`src/rtl/pow2_lut_arbiter.sv`:
```
// Round-robin arbiter sharing one 2^(f/16) fraction LUT between requesters.
// Two-stage stallable pipeline: S1 {id,frac,exp} -> LUT -> S2 {id,exp,sig}.
module pow2_lut_arbiter #(
    parameter int NUM_REQ   = 4,
    parameter int EXP_WIDTH = 8,
    parameter int ID_WIDTH  = 2
) (
    input  logic                         clock,
    input  logic                         reset,
    input  logic [NUM_REQ-1:0]           req_valid,
    output logic [NUM_REQ-1:0]           req_ready,
    input  logic [NUM_REQ*4-1:0]         req_frac,
    input  logic [NUM_REQ*EXP_WIDTH-1:0] req_exp,
    output logic                         out_valid,
    input  logic                         out_ready,
    output logic [ID_WIDTH-1:0]          out_id,
    output logic [EXP_WIDTH-1:0]         out_exp,
    output logic [8:0]                   out_sig,
    output logic                         busy
);

    localparam logic [ID_WIDTH:0]   NR   = (ID_WIDTH+1)'(NUM_REQ);
    localparam logic [ID_WIDTH-1:0] LAST = ID_WIDTH'(NUM_REQ - 1);

    function automatic logic [7:0] pow2_lut(input logic [3:0] f);
        logic [7:0] r;
        case (f)
            4'd0:  r = 8'h00;
            4'd1:  r = 8'h0B;
            4'd2:  r = 8'h17;
            4'd3:  r = 8'h24;
            4'd4:  r = 8'h30;
            4'd5:  r = 8'h3E;
            4'd6:  r = 8'h4C;
            4'd7:  r = 8'h5B;
            4'd8:  r = 8'h6A;
            4'd9:  r = 8'h7A;
            4'd10: r = 8'h8B;
            4'd11: r = 8'h9C;
            4'd12: r = 8'hAF;
            4'd13: r = 8'hC2;
            4'd14: r = 8'hD6;
            default: r = 8'hEA;
        endcase
        return r;
    endfunction

    logic [ID_WIDTH-1:0]  ptr_q, ptr_d;
    logic                 s1_valid_q, s1_valid_d;
    logic [ID_WIDTH-1:0]  s1_id_q;
    logic [3:0]           s1_frac_q;
    logic [EXP_WIDTH-1:0] s1_exp_q;
    logic                 s2_valid_q, s2_valid_d;
    logic [ID_WIDTH-1:0]  s2_id_q;
    logic [EXP_WIDTH-1:0] s2_exp_q;
    logic [8:0]           s2_sig_q;

    logic                 s1_adv, s2_adv;
    logic                 grant_found, xfer;
    logic [ID_WIDTH-1:0]  grant_id;
    logic [ID_WIDTH:0]    cand;
    logic [3:0]           sel_frac;
    logic [EXP_WIDTH-1:0] sel_exp;

    assign s2_adv = !s2_valid_q || out_ready;
    assign s1_adv = !s1_valid_q || s2_adv;
    assign xfer   = grant_found && s1_adv && !reset;

    // First valid requester at or after ptr, wrapping modulo NUM_REQ.
    always_comb begin
        grant_found = 1'b0;
        grant_id    = '0;
        cand        = '0;
        for (int k = 0; k < NUM_REQ; k++) begin
            cand = {1'b0, ptr_q} + (ID_WIDTH+1)'(k);
            if (cand >= NR) cand = cand - NR;
            if (!grant_found && req_valid[cand[ID_WIDTH-1:0]]) begin
                grant_found = 1'b1;
                grant_id    = cand[ID_WIDTH-1:0];
            end
        end
    end

    always_comb begin
        sel_frac  = '0;
        sel_exp   = '0;
        req_ready = '0;
        for (int i = 0; i < NUM_REQ; i++) begin
            if (grant_id == ID_WIDTH'(i)) begin
                sel_frac     = req_frac[4*i +: 4];
                sel_exp      = req_exp[EXP_WIDTH*i +: EXP_WIDTH];
                req_ready[i] = xfer;
            end
        end
    end

    always_comb begin
        ptr_d = ptr_q;
        if (xfer) ptr_d = (grant_id == LAST) ? '0 : grant_id + ID_WIDTH'(1);
        s1_valid_d = s1_adv ? xfer : s1_valid_q;
        s2_valid_d = s2_adv ? s1_valid_q : s2_valid_q;
    end

    always_ff @(posedge clock) begin
        if (reset) begin
            ptr_q      <= '0;
            s1_valid_q <= 1'b0;
            s2_valid_q <= 1'b0;
        end else begin
            ptr_q      <= ptr_d;
            s1_valid_q <= s1_valid_d;
            s2_valid_q <= s2_valid_d;
        end
    end

    always_ff @(posedge clock) begin
        if (xfer) begin
            s1_id_q   <= grant_id;
            s1_frac_q <= sel_frac;
            s1_exp_q  <= sel_exp;
        end
        if (s2_adv && s1_valid_q) begin
            s2_id_q  <= s1_id_q;
            s2_exp_q <= s1_exp_q;
            s2_sig_q <= {1'b1, pow2_lut(s1_frac_q)};
        end
    end

    assign out_valid = s2_valid_q;
    assign out_id    = s2_id_q;
    assign out_exp   = s2_exp_q;
    assign out_sig   = s2_sig_q;
    assign busy      = s1_valid_q || s2_valid_q;

endmodule

```
`config.mk`:
```
export PLATFORM = sky130hd
export DESIGN_NAME = pow2_lut_arbiter
export DESIGN_NICKNAME = d
export VERILOG_FILES = /design/src/rtl/pow2_lut_arbiter.sv
export SDC_FILE = /design/constraint.sdc
export NUM_CORES = 1
export LEC_CHECK = 0
export ABC_AREA = 1
export CAP_MARGIN = 20
export CELL_PAD_IN_SITES_DETAIL_PLACEMENT = 0
export CELL_PAD_IN_SITES_GLOBAL_PLACEMENT = 2
export CORE_MARGIN = 1
export CORE_UTILIZATION = 26
export DETAILED_ROUTE_END_ITERATION = 16
export PLACE_DENSITY = 0.89
export SYNTH_ARGS = -nofsm -noshare
export SYNTH_HDL_FRONTEND = slang
export SYNTH_SLANG_ARGS = --single-unit
```
`constraint.sdc`:
```
create_clock -name clock -period 4.1 [get_ports clock]
set_input_delay 0.82 -clock clock [delete_from_list [all_inputs] [get_ports clock]]
set_output_delay 0.82 -clock clock [all_outputs]
set_load 0.01 [all_outputs]
```
* Word-level counts from Yosys, hierarchy flattened
Memories as Yosys holds them, arrays and structs flattened. A register that Yosys moved wholly into a read port is not among the register bits.
Cells that the tools add are included.
** Operators by class
- $add $sub $neg :: 8
- $lt $le $gt $ge :: 8
- Equality and inequality tests :: 3
- Mux-type cells :: 33
- Reductions and logical operators :: 16
** Operators by type and width (number)
- two-way mux 8 bit :: 4
- two-way mux 2 bit :: 9
- two-way mux 4 bit :: 4
- less-than comparator 2 x 3 -> 1 bit, second input constant :: 4
- two-way mux 1 bit :: 12
- greater-or-equal comparator 3 bit, second input constant :: 3
- binary-select mux 1 bit (select 2 bit) :: 4
- subtractor 2 x 1 -> 2 bit, second input constant :: 4
- adder 2 x 2 -> 3 bit, second input constant :: 2
- logical AND 1 bit :: 6
- logical NOT 1 bit :: 6
- equality test 2 bit, second input constant :: 2
- adder 2 x 1 -> 3 bit, second input constant :: 1
- greater-or-equal comparator 2 x 3 -> 1 bit, second input constant :: 1
- logical OR 1 bit :: 3
- adder 2 x 1 -> 2 bit, second input constant :: 1
- equality test 2 x 1 -> 1 bit, second input constant :: 1
- logical NOT 2 bit :: 1
** Storage, ports and cells
- Register bits after elaboration :: 28
- Memory bits (read-only) :: 128
- Input port bits :: 55
- Output and inout bits :: 25
- Word-level logic and storage cells :: 77
- Memories kept :: 1
** Memory list
- (no name shown) :: words 16, width 8, rd ports 1, clocked after memory_dff 1, wr ports 0, line 27 : case (f)

* Logic depth before layout (Yosys ltp)
Gate-level depths: netlist (run 1).
- Depth in word-level cells :: 19
- Mapped depth :: 18
- Mapped depth without buffers :: 16

* Worst setup path after synthesis (run 1)
No wires, ideal clock.
- Path kind :: input-to-output
- From :: input req_valid[3]
- To :: output req_ready[3]
- Arrival :: 2325 ps
- Slack :: 955 ps
- Stages :: 13
- Buffers on the path :: 1
- Path through :: inv_1 -> nand2_1 -> nand3_1 -> nand2_1 -> nor2_4 -> nand3_1 -> nand3_1 -> nand2_1 -> inv_1 -> ha_1 -> clkbuf_1 -> inv_1 -> nor2_1
** On the way
- Elaborated cells between the ends (all ways) :: 26
- Those cells by class :: eq/ne: 1; mux: 17; reduce/logical: 8
** RTL lines
- from (decl) :: line 10 : input logic [NUM_REQ-1:0] req_valid,
- binary-select mux 1 bit (select 2 bit) :: line 77 : if (!grant_found && req_valid[cand[ID_WIDTH-1:0]]) begin
- two-way mux 1 bit (not written as such) :: line 77
- two-way mux 1 bit :: line 77
- logical NOT 1 bit :: line 77
- logical AND 1 bit :: line 77
- two-way mux 1 bit :: line 77
- logical NOT 1 bit :: line 77
- logical AND 1 bit :: line 77
- two-way mux 1 bit :: line 77
- logical NOT 1 bit :: line 77
- logical AND 1 bit :: line 77
- two-way mux 2 bit * :: line 77
- via grant_id[1] :: line 60 : logic [ID_WIDTH-1:0] grant_id;
- equality test 2 bit * :: line 89 : if (grant_id == ID_WIDTH'(i)) begin
- two-way mux 1 bit * :: line 89
- to (decl) :: line 11 : output logic [NUM_REQ-1:0] req_ready,
Mark *: on every way through the listed nets, which the timed path passes. The rest lies on a longest branch. The select of a mux whose other input is x is not followed.

* Worst setup path in the final report (run 1)
- From :: input req_valid[1]
- To :: output req_ready[3]
Same word-level chain as after synthesis.

==> results of run 1 <==
## layer usage
layer	share of wire	GRT usage
met4	0.0098	0.0430
met3	0.048	0.0299
met2	0.47	0.198
met5	0	0
met1	0.47	0.158
## cell usage after synthesis (2+ instances only)
cell	n	area share
buf_2	2	0.0047
nand3_1	10	0.024
dfxtp_1	4	0.038
inv_1	22	0.039
nand2_2	6	0.018
nor2_1	17	0.030
clkbuf_1	4	0.0071
a32oi_1	2	0.0083
ha_1	10	0.059
nand2_1	79	0.14
o21ai_0	28	0.066
inv_2	3	0.0053
edfxtp_1	32	0.46
a21oi_1	17	0.040
or2_2	2	0.0059
## cell type report
class,instances,area share
multi-input cells,181,0.296
clock buffers,6,0.0234
well taps,102,0.0411
inverters,26,0.0339
clock inverters,2,0.00363
repair buffers,84,0.267
flip-flops and latches,36,0.335
## flip-flops by register name (all words and copies together), names as in the netlist
register,count
out_id,2
s1_id_q,2
s1_frac_q,4
out_valid,1
s1_exp_q,8
out_exp,8
s1_valid_q,1
ptr_q,2
out_sig,8
## critical path, stage by stage
cell and delay [ns]:
clkdlybuf4s50_1 0.41, inv_1 0.07, nand2_1 0.06, nand3_1 0.13
nand2_1 0.12, nor2_4 0.18, nand3_1 0.08, nand3_1 0.08
nand2_1 0.09, inv_1 0.11, ha_1 0.17, inv_1 0.04
nor2_1 0.11, clkdlybuf4s50_1 0.57
## how the worst max path moves through the flow
stage               slack, ns  cells past startpoint           end
detailed placement       0.24                     14  req_ready[2]
global placement         0.26                     14  req_ready[2]
CTS                      0.22                     14  req_ready[2]
global route             0.01                     14  req_ready[3]
floorplan                0.96                     13  req_ready[3]
finish                   0.24                     14  req_ready[3]
## cell families after synthesis
| logic type | count (synthesis) | share of synthesized area |
|---|---|---|
| compound gates | 51 | 0.130 |
| other cells | 1 | 0.00178 |
| simple gates | 119 | 0.244 |
| buf+inv | 35 | 0.0723 |
| flops | 36 | 0.493 |
| fa+ha+maj | 10 | 0.0593 |
## power groups by stage
stage	Clock, mW	Combinational, mW	Sequential, mW
floorplan	0	1.12	0.814
global placement	0	1.73	0.814
detailed placement	0	1.74	0.818
CTS	0.246	1.75	0.810
global route	0.257	1.98	0.833
finish	0.237	1.73	0.807
==> flow_metrics.tcl, run 1 <==
set metrics [dict create \
    grt_start_max_net_pins 25 \
    ys.flop_type "edfxtp_1" \
    overflow 0 \
    worst-r2r-cell-count 15 \
    min_path_cells 0 \
    vias 1865 \
    leakagePower_nw 1.30 \
    crit_start "req_valid[1]" \
    finalInstanceArea_um2 3100 \
    port_buffers 78 \
    layout.nets 399 \
    fmax_ghz 0.259 \
    drt_iter0_markers 104 \
    switching_power_mw 1.25 \
    synth_cell_types 29 \
    min_path_type "flip-flop to flip-flop" \
    ys_seq_elements 36 \
    worst_r2r_startpoint "ptr_q[0]$_SDFFE_PP0P_" \
    h-tree-depth 2 \
    pwr-share-clk 0.085 \
    vdd_ir_drop_max_mv 0.522 \
    power.total_mw 2.77 \
    whs_endpoint "out_exp[6]$_DFFE_PP_" \
    final_cells 437 \
    internal_power_mw 1.53 \
    fin_util 0.397 \
    mostFrequentLayoutCells "nand2_1, clkdlybuf4s50_1, edfxtp_1" \
    row_count 32 \
    syn_nets 317 \
    min_period_ns 3.86 \
    synthArstFlopShare 0 \
    wl_per_cell_um 11.5 \
    drtPass1Iterations 4 \
    combPwrFrac 0.624 \
    rrSetupSlack_ns 1.22 \
    cts_buffers 5 \
    holdBufCountCts 0 \
    rsz0062_at_grt "no" \
    setup_viol_count_final 0 \
    drtAntennaViolNets 0 \
    cts_buffer_depth 2 \
    antenna_cells 0 \
    hold_viol_final 0 \
    synthToLayoutAreaGrowth_pct 47.0 \
    critPathCaptureType "output pin" \
    cts_setup_buffers 0 \
    place_inst 429 \
    cp_max_fo 4 \
    critPathLaunchType "primary input" \
    antenna_found_initial 0 \
    seq_area_um2 1040 \
    die_x_um 92.1 \
    crit_required_ns 3.28 \
    multi_input_area_um2 917 \
    p_sw_frac 0.449 \
    fin_skew_ns 0.00768 \
    grt_pass1_wl_um 8000 \
    outcome "finished, final reports clean" \
    initial_core_util 0.270 \
    routed_via_density 4.27 \
    hold_slack_ns 0.421 \
    grt_pass1_vias 1722 \
    reg2reg_to "s1_exp_q[7]$_DFFE_PP_" \
    drc_errors 0 \
    num-fill-cells 814 \
    die_h_um 92.1 \
    path_class "primary input to output pin" \
    power_frac_seq 0.291 \
    yosysSeqAreaShare 0.493 \
    pre_cts_ws_ns 0.243 \
    power_density_nw_per_um2 894 \
    track_usage 0.122 \
    clock_tree.root_cell "clkbuf_8" \
    synth_edf_count 32 \
    clock_latency_ns 0.29 \
    gp_congestion 0.839 \
    synthCells 252 \
    hp-start "s1_exp_q[6]$_DFFE_PP_" \
    cts_resized 0 \
    setup_slack_ns 0.237 \
    cts_tree "yes" \
    yosysWarnings 0 \
    tns_ns 0 \
    final_common_cell "nand2_1" \
    fp.dieArea_um2 8480 \
    fp.coreArea_um2 7810 \
    drv_cap 0 \
    clock-sinks 36 \
    fin_crit_sh 0.942 \
    dp_hpwl_um 3970 \
    place_area_um2 3020 \
    slew_violations 0 \
    drive_gt1_frac 0.0836 \
    totalWireLength_um 5010 \
    synth_area_per_cell_um2 8.38 \
    crit_arrival_ns 3.04 \
    ioPinCount 80 \
    mappedNetlistArea_um2 2110 \
    clkTransAtPathRegs_ns 0.07 \
]
No activity file was read; power rests on OpenSTA's default activity.
==> run 2, diff against run 1 <==
clock period = 4.85 ns   (was 4.1 ns; I/O delays follow)
==> flow_metrics.tcl, run 2 (synthesis results as in run 1) <==
set metrics [dict create \
    outcome "finished, final reports clean" \
    final_cells 435 \
    fin_skew_ns 0.0110 \
    finalInstanceArea_um2 3090 \
    place_inst 427 \
    holdBufCountCts 0 \
    fin_util 0.396 \
    clock_latency_ns 0.29 \
    p_sw_frac 0.449 \
    layout.nets 397 \
    fp.coreArea_um2 7810 \
    wl_per_cell_um 11.4 \
    power_frac_seq 0.295 \
    critPathLaunchType "primary input" \
    drc_errors 0 \
    final_common_cell "nand2_1" \
    gp_congestion 0.845 \
    crit_arrival_ns 3.34 \
    fin_crit_sh 0.888 \
    track_usage 0.126 \
    cts_resized 0 \
    cp_max_fo 13 \
    dp_hpwl_um 3970 \
    h-tree-depth 2 \
    slew_headroom 0.491 \
    drtPass1Iterations 4 \
    initial_core_util 0.270 \
    power_density_nw_per_um2 746 \
    drt_iter0_markers 107 \
    setup_slack_ns 0.544 \
    die_h_um 92.1 \
    drive_gt1_frac 0.0841 \
    antenna_cells 0 \
    switching_power_mw 1.04 \
    tns_ns 0 \
    cts_buffer_depth 2 \
    internal_power_mw 1.27 \
    hold_viol_final 0 \
    die_x_um 92.1 \
    whs_endpoint "out_id[1]$_DFFE_PP_" \
    vias 1834 \
    reg2reg_to "s1_exp_q[7]$_DFFE_PP_" \
    antenna_found_initial 0 \
    pre_cts_ws_ns 0.560 \
    rrSetupSlack_ns 1.62 \
    min_path_cells 0 \
    hp-start "s1_id_q[1]$_DFFE_PP_" \
    min_period_ns 4.31 \
    cts_setup_buffers 0 \
    routed_via_density 4.22 \
    totalWireLength_um 4970 \
    leakagePower_nw 1.28 \
    ioPinCount 80 \
    clkTransAtPathRegs_ns 0.07 \
    hold_slack_ns 0.421 \
    fp.dieArea_um2 8480 \
    crit_required_ns 3.88 \
    path_class "primary input to output pin" \
    pwr-share-clk 0.088 \
    place_area_um2 3000 \
    row_count 32 \
    critPathCaptureType "output pin" \
    port_buffers 78 \
    grt_start_max_net_pins 25 \
    setup_viol_count_final 0 \
    clock-sinks 36 \
    mostFrequentLayoutCells "nand2_1, clkdlybuf4s50_1, edfxtp_1" \
    combPwrFrac 0.617 \
    worst_r2r_startpoint "ptr_q[0]$_SDFFE_PP0P_" \
    power.total_mw 2.30 \
    num-fill-cells 804 \
    cts_tree "yes" \
    cts_buffers 5 \
    slew_violations 0 \
    synthToLayoutAreaGrowth_pct 46.4 \
    min_path_type "flip-flop to flip-flop" \
    fmax_ghz 0.232 \
    drv_cap 0 \
    tightestPinTransition_ns 0.761 \
    worst-r2r-cell-count 14 \
    rsz0062_at_grt "no" \
    grt_pass1_wl_um 8290 \
    vdd_ir_drop_max_mv 0.401 \
    grt_pass1_vias 1787 \
    overflow 0 \
    drtAntennaViolNets 0 \
    clock_tree.root_cell "clkbuf_8" \
]
==> run 2: critical path, stage by stage <==
cell             delay [ns]
clkdlybuf4s50_1        0.42
inv_1                  0.08
nand2_1                0.06
nand3_1                0.13
nand2_1                0.11
nor2_4                 0.17
nand3_1                0.09
nand3_1                0.09
nand2_1                0.08
inv_1                  0.11
ha_1                   0.17
inv_1                  0.16
nor2_1                 0.15
clkdlybuf4s50_1        0.54
==> run 2: final cells by class <==
cell class | count | area (um2) | area share
flip-flops and latches | 36 | 1040 | 0.337
multi-input cells | 181 | 917 | 0.297
repair buffers | 82 | 811 | 0.262
well taps | 102 | 128 | 0.0413
inverters | 26 | 105 | 0.0340
clock buffers | 5 | 68.8 | 0.0223
clock inverters | 3 | 18.8 | 0.00608
==> run 2: how the worst max path moves through the flow <==
stage	startpoint	cells after the start	to
final	req_valid[1]	14	req_ready[2]
after global placement	req_valid[1]	14	req_ready[2]
after CTS	req_valid[1]	14	req_ready[2]
after detailed placement	req_valid[1]	14	req_ready[2]
after floorplan	req_valid[3]	13	req_ready[3]
after global routing	req_valid[1]	14	req_ready[2]
==> run 2: layer usage <==
metal / GRT usage / vias up / share of wire
met5: 0 / - / 0
met4: 0.0391 / 0 / 0.013
met3: 0.0307 / 4 / 0.041
met2: 0.209 / 45 / 0.48
met1: 0.160 / 798 / 0.47
li1: - / 987 / -
==> run 2: power by group through the flow <==
| stage | Combinational [mW] | Sequential, mW | Clock, mW |
|---|---|---|---|
| after floorplan | 0.947 | 0.688 | 0 |
| after global placement | 1.42 | 0.686 | 0 |
| after detailed placement | 1.43 | 0.690 | 0 |
| after CTS | 1.44 | 0.683 | 0.210 |
| after global routing | 1.66 | 0.701 | 0.220 |
| final | 1.42 | 0.681 | 0.203 |
==> run 3, diff against run 2 <==
CORE_UTILIZATION = 25   (was 26)
PLACE_DENSITY = 0.86   (was 0.89)
clock period = 4 ns   (was 4.85 ns; I/O delays follow)
==> flow_metrics.tcl, run 3 (synthesis results as in run 1) <==
set metrics [dict create \
    outcome "finished, final reports clean" \
    row_count 33 \
    path_class "primary input to output pin" \
    min_period_ns 3.82 \
    fmax_ghz 0.262 \
    cts_buffers 5 \
    reg2reg_to "s1_exp_q[0]$_DFFE_PP_" \
    crit_arrival_ns 3.02 \
    grt_pass1_vias 1573 \
    mostFrequentLayoutCells "nand2_1, clkdlybuf4s50_1, edfxtp_1" \
    worst-r2r-cell-count 15 \
    fin_crit_sh 0.954 \
    crit_required_ns 3.20 \
    crit_start "req_valid[1]" \
    holdBufCountCts 0 \
    met1_usage 0.145 \
    min_path_type "flip-flop to flip-flop" \
    fp.dieArea_um2 8810 \
    drt_iter0_markers 66 \
    cp_max_fo 4 \
    ioPinCount 80 \
    use_met2 0.176 \
    cts_resized 0 \
    h-tree-depth 2 \
    critPathCaptureType "output pin" \
    hp-start "s1_exp_q[0]$_DFFE_PP_" \
    totalWireLength_um 4830 \
    num-fill-cells 869 \
    fp.coreArea_um2 8180 \
    clock_latency_ns 0.28 \
    grt_pass1_wl_um 7490 \
    clock-sinks 36 \
    port_buffers 78 \
    drive_gt1_frac 0.0866 \
    rrSetupSlack_ns 0.90 \
    grt_start_max_net_pins 25 \
    vdd_ir_drop_max_mv 0.403 \
    drtAntennaViolNets 0 \
    gp_congestion 0.835 \
    crit_end "req_ready[1]" \
    worst_r2r_startpoint "ptr_q[0]$_SDFFE_PP0P_" \
    fin_skew_ns 0.00204 \
    vias 1846 \
    final_common_cell "nand2_1" \
    hold_slack_ns 0.421 \
    die_h_um 93.9 \
    place_area_um2 3020 \
    seq_area_um2 1040 \
    synthToLayoutAreaGrowth_pct 48.3 \
    use_met3 0.0243 \
    clock_tree.root_cell "clkbuf_8" \
    antenna_found_initial 0 \
    wl_per_cell_um 11.0 \
    dp_hpwl_um 3920 \
    antenna_cells 0 \
    tightestPinTransition_ns 0.501 \
    multi_input_area_um2 917 \
    clkTransAtPathRegs_ns 0.07 \
    cts_setup_buffers 0 \
    initial_core_util 0.258 \
    layout.nets 399 \
    drc_errors 0 \
    leakagePower_nw 1.31 \
    track_usage 0.110 \
    slew_violations 0 \
    power_density_nw_per_um2 924 \
    hold_viol_final 0 \
    drv_cap 0 \
    cts_buffer_depth 2 \
    fin_util 0.383 \
    slew_headroom 0.665 \
    tns_ns 0 \
    rsz0062_at_grt "no" \
    drtPass1Iterations 4 \
    routed_via_density 4.20 \
    overflow 0 \
    die_x_um 93.9 \
    finalInstanceArea_um2 3130 \
    busiest_layer "met2" \
    critPathLaunchType "primary input" \
    cts_tree "yes" \
    setup_viol_count_final 0 \
]
run 3: metal layers:
metal / vias to the layer above / part of all wire
li1: 999 / -
met1: 784 / 0.48
met2: 60 / 0.46
met3: 3 / 0.052
met4: 0 / 0.0081
met5: - / 0
run 3: final cells by class:
type                       instances  area share
inverter                          26      0.0336
timing repair buffer              84       0.265
tap                              105      0.0420
multi-input combinational        181       0.293
sequential                        36       0.333
clock inverter                     2      0.0112
clock buffer                       6      0.0232
run 3: report_power, final:
group          internal [mW]  switching, mW
clock                  0.185          0.119
combinational          0.721           1.04
sequential             0.726          0.102
total                   1.63           1.26
run 3: worst min path at each step:
stage	end	slack, ns	depth (start not counted)
6_report	out_exp[0]$_DFFE_PP_	0.42	0
5_1_grt	out_exp[5]$_DFFE_PP_	0.43	0
4_1_cts	out_exp[5]$_DFFE_PP_	0.42	0
3_5_place_dp	out_exp[5]$_DFFE_PP_	0.41	0
3_3_place_gp	out_exp[4]$_DFFE_PP_	0.40	0
2_1_floorplan	out_exp[0]$_DFFE_PP_	0.40	0
run 3: worst max-delay path: stages:
cell	delay [ns]
clkdlybuf4s50_1	0.47
inv_1	0.05
nand2_1	0.07
nand3_1	0.08
nand2_1	0.13
inv_1	0.11
nand3_4	0.11
nand3_1	0.14
inv_1	0.14
ha_1	0.19
inv_1	0.05
nor2_1	0.11
clkdlybuf4s50_1	0.56
run 3: stage by stage:
| step | instances | power [mW] | setup WS [ns] |
|---|---|---|---|
| after floorplan | 252 | 1.98 | 0.895 |
| after global placement | 432 | 2.60 | 0.184 |
| after detailed placement | 432 | 2.61 | 0.172 |
| after CTS | 440 | 2.92 | 0.150 |
| after global routing | 440 | 3.19 | 0.000566 |
| final | 440 | 2.89 | 0.184 |
